[src/rtl/stopwatch_ctrl_pkg.sv]
// Shared types and constants for the stopwatch controller and its decade counters.
package stopwatch_ctrl_pkg;

  typedef enum logic [1:0] {
    ST_IDLE     = 2'd0,
    ST_RUN      = 2'd1,
    ST_LAP_HOLD = 2'd2,
    ST_STOP     = 2'd3
  } sw_state_t;

  localparam int              BCD_W   = 4;
  localparam logic [BCD_W-1:0] BCD_MAX = 4'd9;

endpackage

[src/rtl/bcd_digit.sv]
// Single decade counter: counts 0..9 when enabled, carry out on the 9->0 step.
module bcd_digit
  import stopwatch_ctrl_pkg::*;
(
  input  logic             CLK,
  input  logic             RESET_B,
  input  logic             CLR,
  input  logic             EN,
  output logic [BCD_W-1:0] Q,
  output logic             CO
);

  logic [BCD_W-1:0] r_q;

  always_ff @(posedge CLK or negedge RESET_B) begin
    if (!RESET_B) begin
      r_q <= '0;
    end else if (CLR) begin
      r_q <= '0;
    end else if (EN) begin
      r_q <= (r_q == BCD_MAX) ? '0 : r_q + 4'd1;
    end
  end

  assign Q  = r_q;
  assign CO = EN & (r_q == BCD_MAX);

endmodule

[src/rtl/stopwatch_ctrl.sv]
// Stopwatch controller: cascaded BCD count with run/stop, lap snapshot and sticky wrap flag.
//   state    | meaning
//   IDLE     | count zeroed, waiting for START_STOP
//   RUN      | counting, live count shown
//   LAP_HOLD | counting continues, snapshot shown
//   STOP     | count frozen and shown
module stopwatch_ctrl
  import stopwatch_ctrl_pkg::*;
#(
  parameter int NDIG = 4
) (
  input  logic                  CLK,
  input  logic                  RESET_B,
  input  logic                  TICK,
  input  logic                  START_STOP,
  input  logic                  LAP,
  input  logic                  CLEAR,
  output logic [BCD_W*NDIG-1:0] DISP,
  output logic                  RUNNING,
  output logic                  HOLD,
  output logic                  OVF
);

  sw_state_t               r_state;
  sw_state_t               w_state_nxt;
  logic [BCD_W*NDIG-1:0]   r_snap;
  logic [BCD_W*NDIG-1:0]   w_count;
  logic [NDIG:0]           w_en;
  logic                    r_ovf;
  logic                    w_adv;
  logic                    w_zero;
  logic                    w_snap_ld;

  always_ff @(posedge CLK or negedge RESET_B) begin
    if (!RESET_B) begin
      r_state <= ST_IDLE;
    end else begin
      r_state <= w_state_nxt;
    end
  end

  // CLEAR beats START_STOP beats LAP; a lower-priority pulse is dropped.
  always_comb begin
    w_state_nxt = r_state;
    w_zero      = 1'b0;
    w_snap_ld   = 1'b0;
    if (CLEAR) begin
      w_state_nxt = ST_IDLE;
      w_zero      = 1'b1;
    end else if (START_STOP) begin
      case (r_state)
        ST_IDLE:     w_state_nxt = ST_RUN;
        ST_RUN:      w_state_nxt = ST_STOP;
        ST_LAP_HOLD: w_state_nxt = ST_STOP;
        ST_STOP:     w_state_nxt = ST_RUN;
        default:     w_state_nxt = ST_IDLE;
      endcase
    end else if (LAP) begin
      case (r_state)
        ST_RUN: begin
          w_state_nxt = ST_LAP_HOLD;
          w_snap_ld   = 1'b1;
        end
        ST_LAP_HOLD: w_state_nxt = ST_RUN;
        ST_STOP: begin
          w_state_nxt = ST_IDLE;
          w_zero      = 1'b1;
        end
        default: w_state_nxt = r_state;
      endcase
    end
  end

  // A TICK alongside START_STOP in RUN still counts because only the pre-edge state matters.
  assign w_adv   = TICK & ~CLEAR & ((r_state == ST_RUN) | (r_state == ST_LAP_HOLD));
  assign w_en[0] = w_adv;

  for (genvar k = 0; k < NDIG; k++) begin : g_dig
    bcd_digit u_dig (
      .CLK     (CLK),
      .RESET_B (RESET_B),
      .CLR     (w_zero),
      .EN      (w_en[k]),
      .Q       (w_count[BCD_W*k +: BCD_W]),
      .CO      (w_en[k+1])
    );
  end

  always_ff @(posedge CLK or negedge RESET_B) begin
    if (!RESET_B) begin
      r_snap <= '0;
    end else if (CLEAR) begin
      r_snap <= '0;
    end else if (w_snap_ld) begin
      r_snap <= w_count;
    end
  end

  // Top digit carry means the whole count just wrapped from all 9s.
  always_ff @(posedge CLK or negedge RESET_B) begin
    if (!RESET_B) begin
      r_ovf <= 1'b0;
    end else if (w_zero) begin
      r_ovf <= 1'b0;
    end else if (w_en[NDIG]) begin
      r_ovf <= 1'b1;
    end
  end

  assign DISP    = (r_state == ST_LAP_HOLD) ? r_snap : w_count;
  assign RUNNING = (r_state == ST_RUN) | (r_state == ST_LAP_HOLD);
  assign HOLD    = (r_state == ST_LAP_HOLD);
  assign OVF     = r_ovf;

endmodule

[config.mk]
export PLATFORM = sky130hd
export DESIGN_NAME = stopwatch_ctrl
export DESIGN_NICKNAME = d
export VERILOG_FILES = /design/src/rtl/stopwatch_ctrl_pkg.sv /design/src/rtl/bcd_digit.sv /design/src/rtl/stopwatch_ctrl.sv
export SDC_FILE = /design/constraint.sdc
export NUM_CORES = 1
export LEC_CHECK = 0
export CAP_MARGIN = 15
export CORE_ASPECT_RATIO = 1.25
export CORE_MARGIN = 2
export CORE_UTILIZATION = 35
export CTS_BUF_LIST = sky130_fd_sc_hd__clkbuf_8
export DETAILED_ROUTE_END_ITERATION = 7
export RECOVER_POWER = 100
export SETUP_SLACK_MARGIN = 0.5
export SLEW_MARGIN = 20
export SYNTH_ARGS = -nofsm -noshare
export SYNTH_HDL_FRONTEND = slang
export SYNTH_SLANG_ARGS = --single-unit
[constraint.sdc]
create_clock -name CLK -period 2.4 [get_ports CLK]
set_input_delay 0.36 -clock CLK [delete_from_list [all_inputs] [get_ports CLK]]
set_output_delay 0.36 -clock CLK [all_outputs]
set_load 0.01 [all_outputs]
## Word level (Yosys, flattened, before mapping)

Index checks and enable logic that the tools add are counted.

| cells by class | value |
|---|---|
| order comparisons | 0 |
| $add $sub $neg | 4 |
| bitwise gates (word level) | 8 |
| shift operators | 0 |
| divide/modulo/power cells | 0 |
| reduce and logical (&&, ||, !) cells | 12 |
| equality and inequality tests | 7 |
| $mul | 0 |
| multiplexer cells | 30 |

Operators with widths:

| kind | count |
|---|---|
| 16-bit two-way mux | 3 |
| 4-bit two-way mux | 12 |
| 4-bit by 1-bit adder with 4-bit output, second input constant | 4 |
| 4-bit == test, second input constant | 4 |
| 2-bit nonzero test | 6 |
| 1-bit two-way mux | 10 |
| 1-bit AND | 6 |
| 2-bit two-way mux | 3 |
| 2-bit one-hot mux with 3 select lines | 1 |
| 5-bit nonzero test | 1 |
| 2-bit == test, second input constant | 2 |
| 2-bit one-hot mux with 2 select lines | 1 |
| 2-bit OR reduction | 2 |
| 3-bit nonzero test | 1 |
| 2-bit by 1-bit == test with 1-bit output, second input constant | 1 |
| 2-bit logical NOT | 1 |
| 2-bit AND reduction | 1 |
| 1-bit inverter | 1 |
| 1-bit OR | 1 |

| word-level totals | value |
|---|---|
| input bits | 6 |
| latch bits | 0 |
| word-level logic and storage cells | 68 |
| output and inout bits | 19 |
| bits in registers | 35 |
| memory bits (writable) | 0 |
| memories kept | 0 |
| bits in read-only memories | 0 |

## Longest topological paths before layout

Gate-level depths: netlist of run 1.

| depth | value |
|---|---|
| depth in word-level cells | 9 |
| mapped depth | 7 |
| mapped depth without buffers | 6 |

## Modules after synthesis

From an unflattened synthesis of run 1, not the netlist that was laid out.

| unflattened totals | value |
|---|---|
| cells, all modules | 182 |
| area, all modules | 1978.1 sq um |

Modules (own cells, without submodules):

| module | area each (sq um) | cells each | instances | sequential area each (sq um) |
|---|---|---|---|---|
| stopwatch_ctrl | 1012.2 | 78 | 1 | 475.5 |
| bcd_digit | 241.5 | 26 | 4 | 100.1 |

## Least setup slack after synthesis of run 1

Ideal clock, no wire load.

| timing path | value |
|---|---|
| path kind | register -> register |
| from | reg r_state[0] |
| to | reg g_dig[3].u_dig.r_q[1] |
| library setup time | 0.132 ns |
| slack | 0.362 ns |
| stages on the path, launching flop included | 8 |
| data required time | 2.268 ns |
| buffers on the path | 1 |
| period minus slack after synthesis | 2.038 ns |
| arrival time | 1.906 ns |
| path through | dfrtp_1 > inv_1 > ha_1 > or3b_1 > buf_6 > nor4_2 > mux2i_1 > nor2_1 |

| on the way | value |
|---|---|
| longest elaborated chain between the ends | 7 |
| elaborated cells on any way between the ends | 14 |
| classes of those cells | eq/ne: 3; mux: 5; bitwise: 5; reduce/logical: 1 |

RTL lines:

| element | RTL line | text |
|---|---|---|
| start, declared | stopwatch_ctrl.sv:24 | `sw_state_t r_state;` |
| start signal, assigned | stopwatch_ctrl.sv:38 | `r_state <= w_state_nxt;` |
| 2-bit by 1-bit == test with 1-bit output or 2-bit == test (tied branches) | stopwatch_ctrl.sv:75 | `assign w_adv = TICK & ~CLEAR & ((r_state == ST_RUN) \| (r_state == ST_LAP_HOLD));` |
| 1-bit OR | stopwatch_ctrl.sv:75 |  |
| 1-bit AND | stopwatch_ctrl.sv:75 |  |
| 1-bit AND (3 in series) | bcd_digit.sv:26 | `assign CO = EN & (r_q == BCD_MAX);` |
| 2-bit nonzero test (no line) | -- |  |
| end signal, assigned | bcd_digit.sv:21 | `r_q <= (r_q == BCD_MAX) ? '0 : r_q + 4'd1;` |
| end, declared | bcd_digit.sv:13 | `logic [BCD_W-1:0] r_q;` |

Several ways; a longest one is shown, not always the timed one.
A chain may end at the register's enable or synchronous reset.

## Worst setup path in the final report of run 1

| timing path | value |
|---|---|
| from | reg r_state[0] |
| to | out DISP[7] |

| on the way | value |
|---|---|
| longest elaborated chain between the ends | 2 |

RTL lines:

| element | RTL line | text |
|---|---|---|
| 2-bit == test | stopwatch_ctrl.sv:110 | `assign DISP = (r_state == ST_LAP_HOLD) ? r_snap : w_count;` |
| 16-bit two-way mux | stopwatch_ctrl.sv:110 |  |
| end, declared | stopwatch_ctrl.sv:18 | `output logic [BCD_W*NDIG-1:0] DISP,` |

Every way passes these cells.

==> reports/metrics.csv, run 1 <==
metric,value,unit
Fillers,537,
io pins,25,
clk root buf,clkbuf_8,
multiplexer share of the synthesized area,7.45,%
Synth Area in Adders,7.12,%
Inst Count DP,279,
router iterations before antenna repair,4,
Post-DP Area,2310,µm²
"Cell Area, Synth",1930,µm²
vias in the first global route,1640,
Post-DP HPWL,3.00,mm
total CTS buffers,5,
"commonest non-fill, non-tap cell in the layout",dfrtp_1,
"Buf+Inv Stages, Crit Path",4,
final hold vios,0,
reg2reg start,r_state[0],
register area,876,µm²
Post-Syn Nets,206,
"antenna viol nets, final",0,
Post-Route WL,4.77,mm
reg2reg setup slack,0.39,ns
RePlAce Congestion,0.764,
setup repair after global routing missed its margin,true,
Hold Path Depth,1,
setup TNS,0,ns
HP Start,r_snap[7],
Iter 0 DRT Violations,65,
DRC viols,0,
crit path DAT,1.73,ns
Lkg Pwr,0.00113,µW
sequential area share after synthesis,45.3,%
Reg-to-Reg End,g_dig[3].u_dig.Q[1],
GRT Total Usage,17.1,%
total die area,6130,µm²
largest net degree at the start of global routing,36,
area of the multi-input gates,995,µm²
largest family of logic cells by synthesized area,compound AO/OA/AOI/OAI gates,
CTS tree,built,
die height,87.1,µm
Longest Clk Path Bufs,2,
Post-Syn Instances,189,
post-DR wirelength/cell,16.0,µm
htree depth,2,
Post-Synth Simple-Gate Area,17.6,%
status,completed,
vias per cell,5.35,
Max Clock Freq,478,MHz
Compound-Gate Fraction of Synth Area,17.9,%
initial antenna violation count,0,
Worst-path clk slew,0.07,ns
maximum vdd ir drop,0.000236,V
Syn. warnings,0,
ratio of cells with drive above 1 in the final layout,17.9,%
Ant. Diodes,0,
"commonest non-fill, non-tap cells in the layout","dfrtp_1, a22o_1, nand2_1",
Post-Synth XOR/XNOR Area,0.453,%
Layout Cells excl Fill,298,
Critical Path RT,2.04,ns
Slew Limit Fails,0,
core footprint,5370,µm²
Critical Path Max Stage Delay,0.39,ns
Tcrit/Tclk final,87.1,%
Worst Path Max Fanout,7,
slowest CP cell,dfrtp_1,
Die W,70.5,µm
row count,30,
final setup violation count,0,
GRT Residual Overflow,0,
Post-Route Skew,0.00422,ns
WS Path Type,reg -> out,
end point of the worst hold path,r_snap[7],
Layout area overhead,26.2,%
FF-to-FF path depth,6,
Synth cell types,38,
Max-slew headroom,38.0,%
first-pass GRT wire length,8.21,mm
Slew @ Worst Pin,0.930,ns
"Net count, final",250,
Mean Syn Cell Area,10.2,µm²
DR vias,1594,
cts hold-fix bufs,0,
clk sinks,35,
CP startpoint kind,flip-flop,
cell family with most CP delay,buffers and inverters,
Crit. End Element,output port,
minimum clock period after layout,2.09,ns
MaxCap Viol Count,0,
Min-Delay Path Class,reg -> reg,
post-route cell area,2440,µm²
IO Port Bufs,24,
PwrDens,504,nW/µm²
clk_lat worst skew,0.29,ns
initial cell density of the core,36.0,%
crit-path cells,inv_1 -> ha_4 -> buf_12 -> clkbuf_1 -> mux2_1 -> buf_6,
flop and latch count out of synthesis,35,
==> power by group <==
part           leakage (µW)  internal [µW]  total (µW)  switching [µW]
Sequential         0.000487            597         605            7.81
Clock             0.0000505            195         413             218
Combinational      0.000593           94.3         211             117
==> how the worst max path moves through the flow <==
stage	startpoint	end	slack, ns	depth (start not counted)
after floorplan	r_state[0]	g_dig[3].u_dig.Q[1]	0.50	7
after global placement	TICK	g_dig[3].u_dig.Q[2]	0.32	5
after detailed placement	CLEAR	g_dig[3].u_dig.Q[3]	0.22	5
after CTS	r_state[0]	DISP[2]	0.40	5
after global routing	r_state[0]	DISP[7]	0.23	6
final	r_state[0]	DISP[7]	0.31	6
==> worst register-to-register path, cell delays in order, from the launching register on <==
cell     delay (ns)
dfrtp_1        0.39
inv_1          0.11
ha_4           0.23
or3b_4         0.41
nor4_1         0.45
mux2i_1        0.25
nor2_1         0.05
==> kinds of logic (layout without fill, tap and decap cells) <==
logic type | after synthesis | count (layout)
AND/OR/NAND/NOR | 59 | 59
AO/OA/AOI/OAI | 51 | 51
flip-flops | 35 | 35
buffers and inverters | 19 | 64
multiplexers | 13 | 13
adder cells (fa/ha/maj) | 11 | 11
XOR/XNOR | 1 | 1
==> registers in the layout, indices dropped and copies added (netlist names) <==
| register | count |
|---|---|
| OVF | 1 |
| g_dig.u_dig.Q | 16 |
| r_state | 2 |
| r_snap | 16 |
==> layout make-up <==
class | instances | share of cell area [%]
Multi-Input combinational cell | 135 | 40.8
Sequential cell | 35 | 35.9
Timing Repair Buffer | 46 | 15.1
Tap cell | 64 | 3.28
Clock buffer | 5 | 2.82
Inverter | 10 | 1.54
Clock inverter | 3 | 0.513
==> per-layer routing <==
layer	track usage (%)	vias to the layer above	part of all wire [%]
met1	21.8	786	46
met5	0	-	0
met4	6.82	0	1.8
li1	-	774	-
met3	3.24	9	3.0
met2	28.6	25	49
==> timing repair <==
item / in CTS / in global routing
resized for setup: 61 / 27
pin swaps: 2 / 5
setup endpoints to repair: 26 / 23
buffers inserted: 8 / 3
gates cloned: 0 / 0
==> stage by stage <==
| step | setup WS, ns | hold slack, ns | power, µW | util, % |
|---|---|---|---|---|
| 6_report | 0.309 | 0.505 | 1230 | 45.4 |
| 5_1_grt | 0.233 | 0.520 | 1290 | 45.4 |
| 3_5_place_dp | 0.224 | 0.487 | 789 | 43.1 |
| 4_1_cts | 0.400 | 0.507 | 1250 | 46.1 |
| 3_3_place_gp | 0.317 | 0.482 | 789 | 43.1 |
| 2_1_floorplan | 0.502 | 0.0644 | 713 | - |
==> cell usage after synthesis <==
cell      number  area, µm²
a211oi_1       1       7.51
a21o_1         1       7.51
a21oi_1       14       70.1
a22o_1        16        140
a311oi_1       2       17.5
a31o_2         1       8.76
a31oi_1        1       6.26
a41oi_1        2       17.5
and2_1         1       6.26
and3_1         1       6.26
and3b_1        4       35.0
buf_2          1       5.00
buf_6          1       11.3
clkbuf_1       6       22.5
clkbuf_2       1       5.00
dfrtp_1       35        876
ha_1          11        138
inv_1         10       37.5
mux2_2        11        124
mux2i_1        2       20.0
nand2_1       15       56.3
nand2b_1       1       6.26
nand3_1        4       20.0
nand3b_1       3       22.5
nand4_1        2       12.5
nor2_1        12       45.0
nor2b_1        1       6.26
nor3_1         4       20.0
nor3b_1        1       7.51
nor3b_2        1       12.5
nor4_2         1       12.5
nor4_4         1       21.3
o21ai_0       11       55.1
o31ai_1        2       15.0
or3_1          4       25.0
or3b_1         1       8.76
or4_1          2       15.0
xor2_1         1       8.76
Note: power is estimated with default switching activity, not from simulation.
==> inputs of run 2 (changes only) <==
--- a/config.mk
+++ b/config.mk
@@ -6,11 +6,14 @@
 export NUM_CORES = 1
 export LEC_CHECK = 0
 export CAP_MARGIN = 15
+export CELL_PAD_IN_SITES_DETAIL_PLACEMENT = 0
+export CELL_PAD_IN_SITES_GLOBAL_PLACEMENT = 2
 export CORE_ASPECT_RATIO = 1.25
 export CORE_MARGIN = 2
 export CORE_UTILIZATION = 35
 export CTS_BUF_LIST = sky130_fd_sc_hd__clkbuf_8
 export DETAILED_ROUTE_END_ITERATION = 7
+export PLACE_DENSITY_LB_ADDON = 0.1
 export RECOVER_POWER = 100
 export SETUP_SLACK_MARGIN = 0.5
 export SLEW_MARGIN = 20
==> reports/metrics.csv, run 2 (synthesis results as in run 1) <==
metric,value,unit,change
htree depth,2,,unchanged
clk_lat worst skew,0.29,ns,about the same
switching share of total power,27.9,%,+0.040 points
vias per cell,5.40,,+0.97%
Iter 0 DRT Violations,81,,+25%
Critical Path Max Stage Delay,0.38,ns,about the same
"commonest non-fill, non-tap cells in the layout","dfrtp_1, a22o_1, nand2_1",,
Max Clock Freq,466,MHz,-2.5%
die height,87.1,µm,unchanged
clk sinks,35,,unchanged
Longest Clk Path Bufs,2,,unchanged
Min-Delay Path Class,reg -> reg,,
DRC viols,0,,unchanged
GRT Residual Overflow,0,,unchanged
Post-DP HPWL,3.29,mm,+9.7%
RePlAce Congestion,0.735,,-3.7%
Pwr Total,1240,µW,+0.97%
area of the multi-input gates,1050,µm²,+5.3%
router iterations before antenna repair,4,,unchanged
row count,30,,unchanged
Worst-path clk slew,0.07,ns,about the same
Internal Pwr Total,894,µW,+0.91%
core footprint,5370,µm²,unchanged
vias in the first global route,1690,,+3.0%
initial cell density of the core,36.0,%,unchanged
"Net count, final",249,,-0.40%
Ant. Diodes,0,,unchanged
Worst path most repeated cell,buf_6,,
GRT Total Usage,17.7,%,+0.56 points
register area,877,µm²,+0.14%
CTS tree,built,,
"antenna viol nets, final",0,,unchanged
first-pass GRT wire length,8.40,mm,+2.3%
Worst Path Max Fanout,6,,-1
"commonest non-fill, non-tap cell in the layout",dfrtp_1,,
switching pwr,347,µW,+1.1%
Crit. End Element,output port,,
Layout area overhead,28.8,%,
status,completed,,
total CTS buffers,5,,unchanged
io pins,25,,unchanged
DR vias,1604,,+0.63%
PwrDens,499,nW/µm²,-1.0%
CP startpoint kind,flip-flop,,
MaxCap Viol Count,0,,unchanged
crit path DAT,1.78,ns,+0.05 ns
ratio of cells with drive above 1 in the final layout,21.9,%,+3.9 points
IO Port Bufs,24,,unchanged
Tcrit/Tclk final,89.3,%,+2.2 points
cell family with most CP delay,buffers and inverters,,
cts hold-fix bufs,0,,unchanged
logic gate share of total power,17.7,%,+0.5 points
Max-slew headroom,40.1,%,+2.0 points
initial antenna violation count,0,,unchanged
maximum vdd ir drop,0.000258,V,+9.3%
Lkg Pwr,0.00115,µW,+2.1%
Post-Route Skew,0.00762,ns,+0.00340 ns
final hold vios,0,,unchanged
final setup violation count,0,,unchanged
minimum clock period after layout,2.14,ns,+0.0529 ns
Slew Limit Fails,0,,unchanged
Die W,70.5,µm,unchanged
setup TNS,0,ns,unchanged
Fillers,549,,+2.2%
Post-Route WL,5.07,mm,+6.4%
WS Path Type,reg -> out,,
post-DR wirelength/cell,17.1,µm,+6.8%
"Buf+Inv Stages, Crit Path",5,,+1
Critical Path RT,2.04,ns,about the same
Sequential Power Share,48.8,%,-0.4 points
crit-path cells,inv_1 -> ha_4 -> clkbuf_1 -> buf_12 -> buf_6 -> mux2_4 -> buf_6,,
slowest CP cell,dfrtp_1,,
setup repair after global routing missed its margin,true,,
power share of the clock group,33.5,%,about the same
Slew @ Worst Pin,0.899,ns,-0.0306 ns
largest net degree at the start of global routing,36,,unchanged
clk root buf,clkbuf_8,,
total die area,6130,µm²,unchanged
-- run 2: cell types whose count changed in the layout (fill, tap and decap cells not counted), moves of 2 or more --
cell and change:
clkbuf_2 -2, mux2_1 -5, mux2_2 +3, mux2_4 +2, nor4_1 -2, nor4_4 +2
-- run 2: per-stage QoR --
step / hold WS, ns / instances / setup slack, ns / cell area, µm² / utilization, %
CTS: 0.500 / 294 / 0.301 / 2440 / 45.4
global route: 0.520 / 297 / 0.171 / 2490 / 46.3
floorplan: 0.0644 / 189 / 0.502 / 1950 / -
detailed placement: 0.489 / 276 / 0.151 / 2290 / 42.7
global placement: 0.482 / 276 / 0.250 / 2290 / 42.7
finish: 0.499 / 297 / 0.256 / 2490 / 46.3
-- run 2: metal layers --
layer | up-vias | global-route usage, % | share of wire, %
met1 | 803 | 21.6 | 43
met3 | 4 | 3.70 | 2.9
met4 | 0 | 5.59 | 0.81
met5 | - | 0 | 0
met2 | 24 | 31.1 | 53
li1 | 773 | - | -
-- run 2: cell type report --
class | instances | area share [%]
clock inverters | 3 | 0.503
inverters | 10 | 1.51
multi-input cells | 135 | 42.1
repair buffers | 45 | 14.6
clock buffers | 5 | 2.77
well taps | 64 | 3.22
flip-flops and latches | 35 | 35.3
-- run 2: final timing paths --
path                            start                  end  cells after the start  slack, ns
setup / recovery           r_state[0]              DISP[2]                      7       0.26
hold / removal              r_snap[7]            r_snap[7]                      1       0.50
setup reg to reg           r_state[1]  g_dig[2].u_dig.Q[3]                      6       0.38
hold reg to reg             r_snap[7]            r_snap[7]                      1       0.50
max in group asynchronous     RESET_B  g_dig[1].u_dig.Q[0]                      2       1.07
min in group asynchronous     RESET_B  g_dig[0].u_dig.Q[2]                      2       0.72
-- run 2: power groups by stage --
stage / Clock, µW / Sequential, µW / Combinational, µW
6_report: 416 / 605 / 220
3_5_place_dp: 0 / 619 / 171
2_1_floorplan: 0 / 617 / 96.1
4_1_cts: 427 / 605 / 220
5_1_grt: 458 / 605 / 240
3_3_place_gp: 0 / 618 / 169
-- run 2: repair_timing --
item	in CTS	in global routing
pin swaps	3	7
resized for setup	56	35
buffers inserted	10	3
hold endpoints to repair	0	0
endpoints found under the setup margin	28	21
gates cloned	0	0
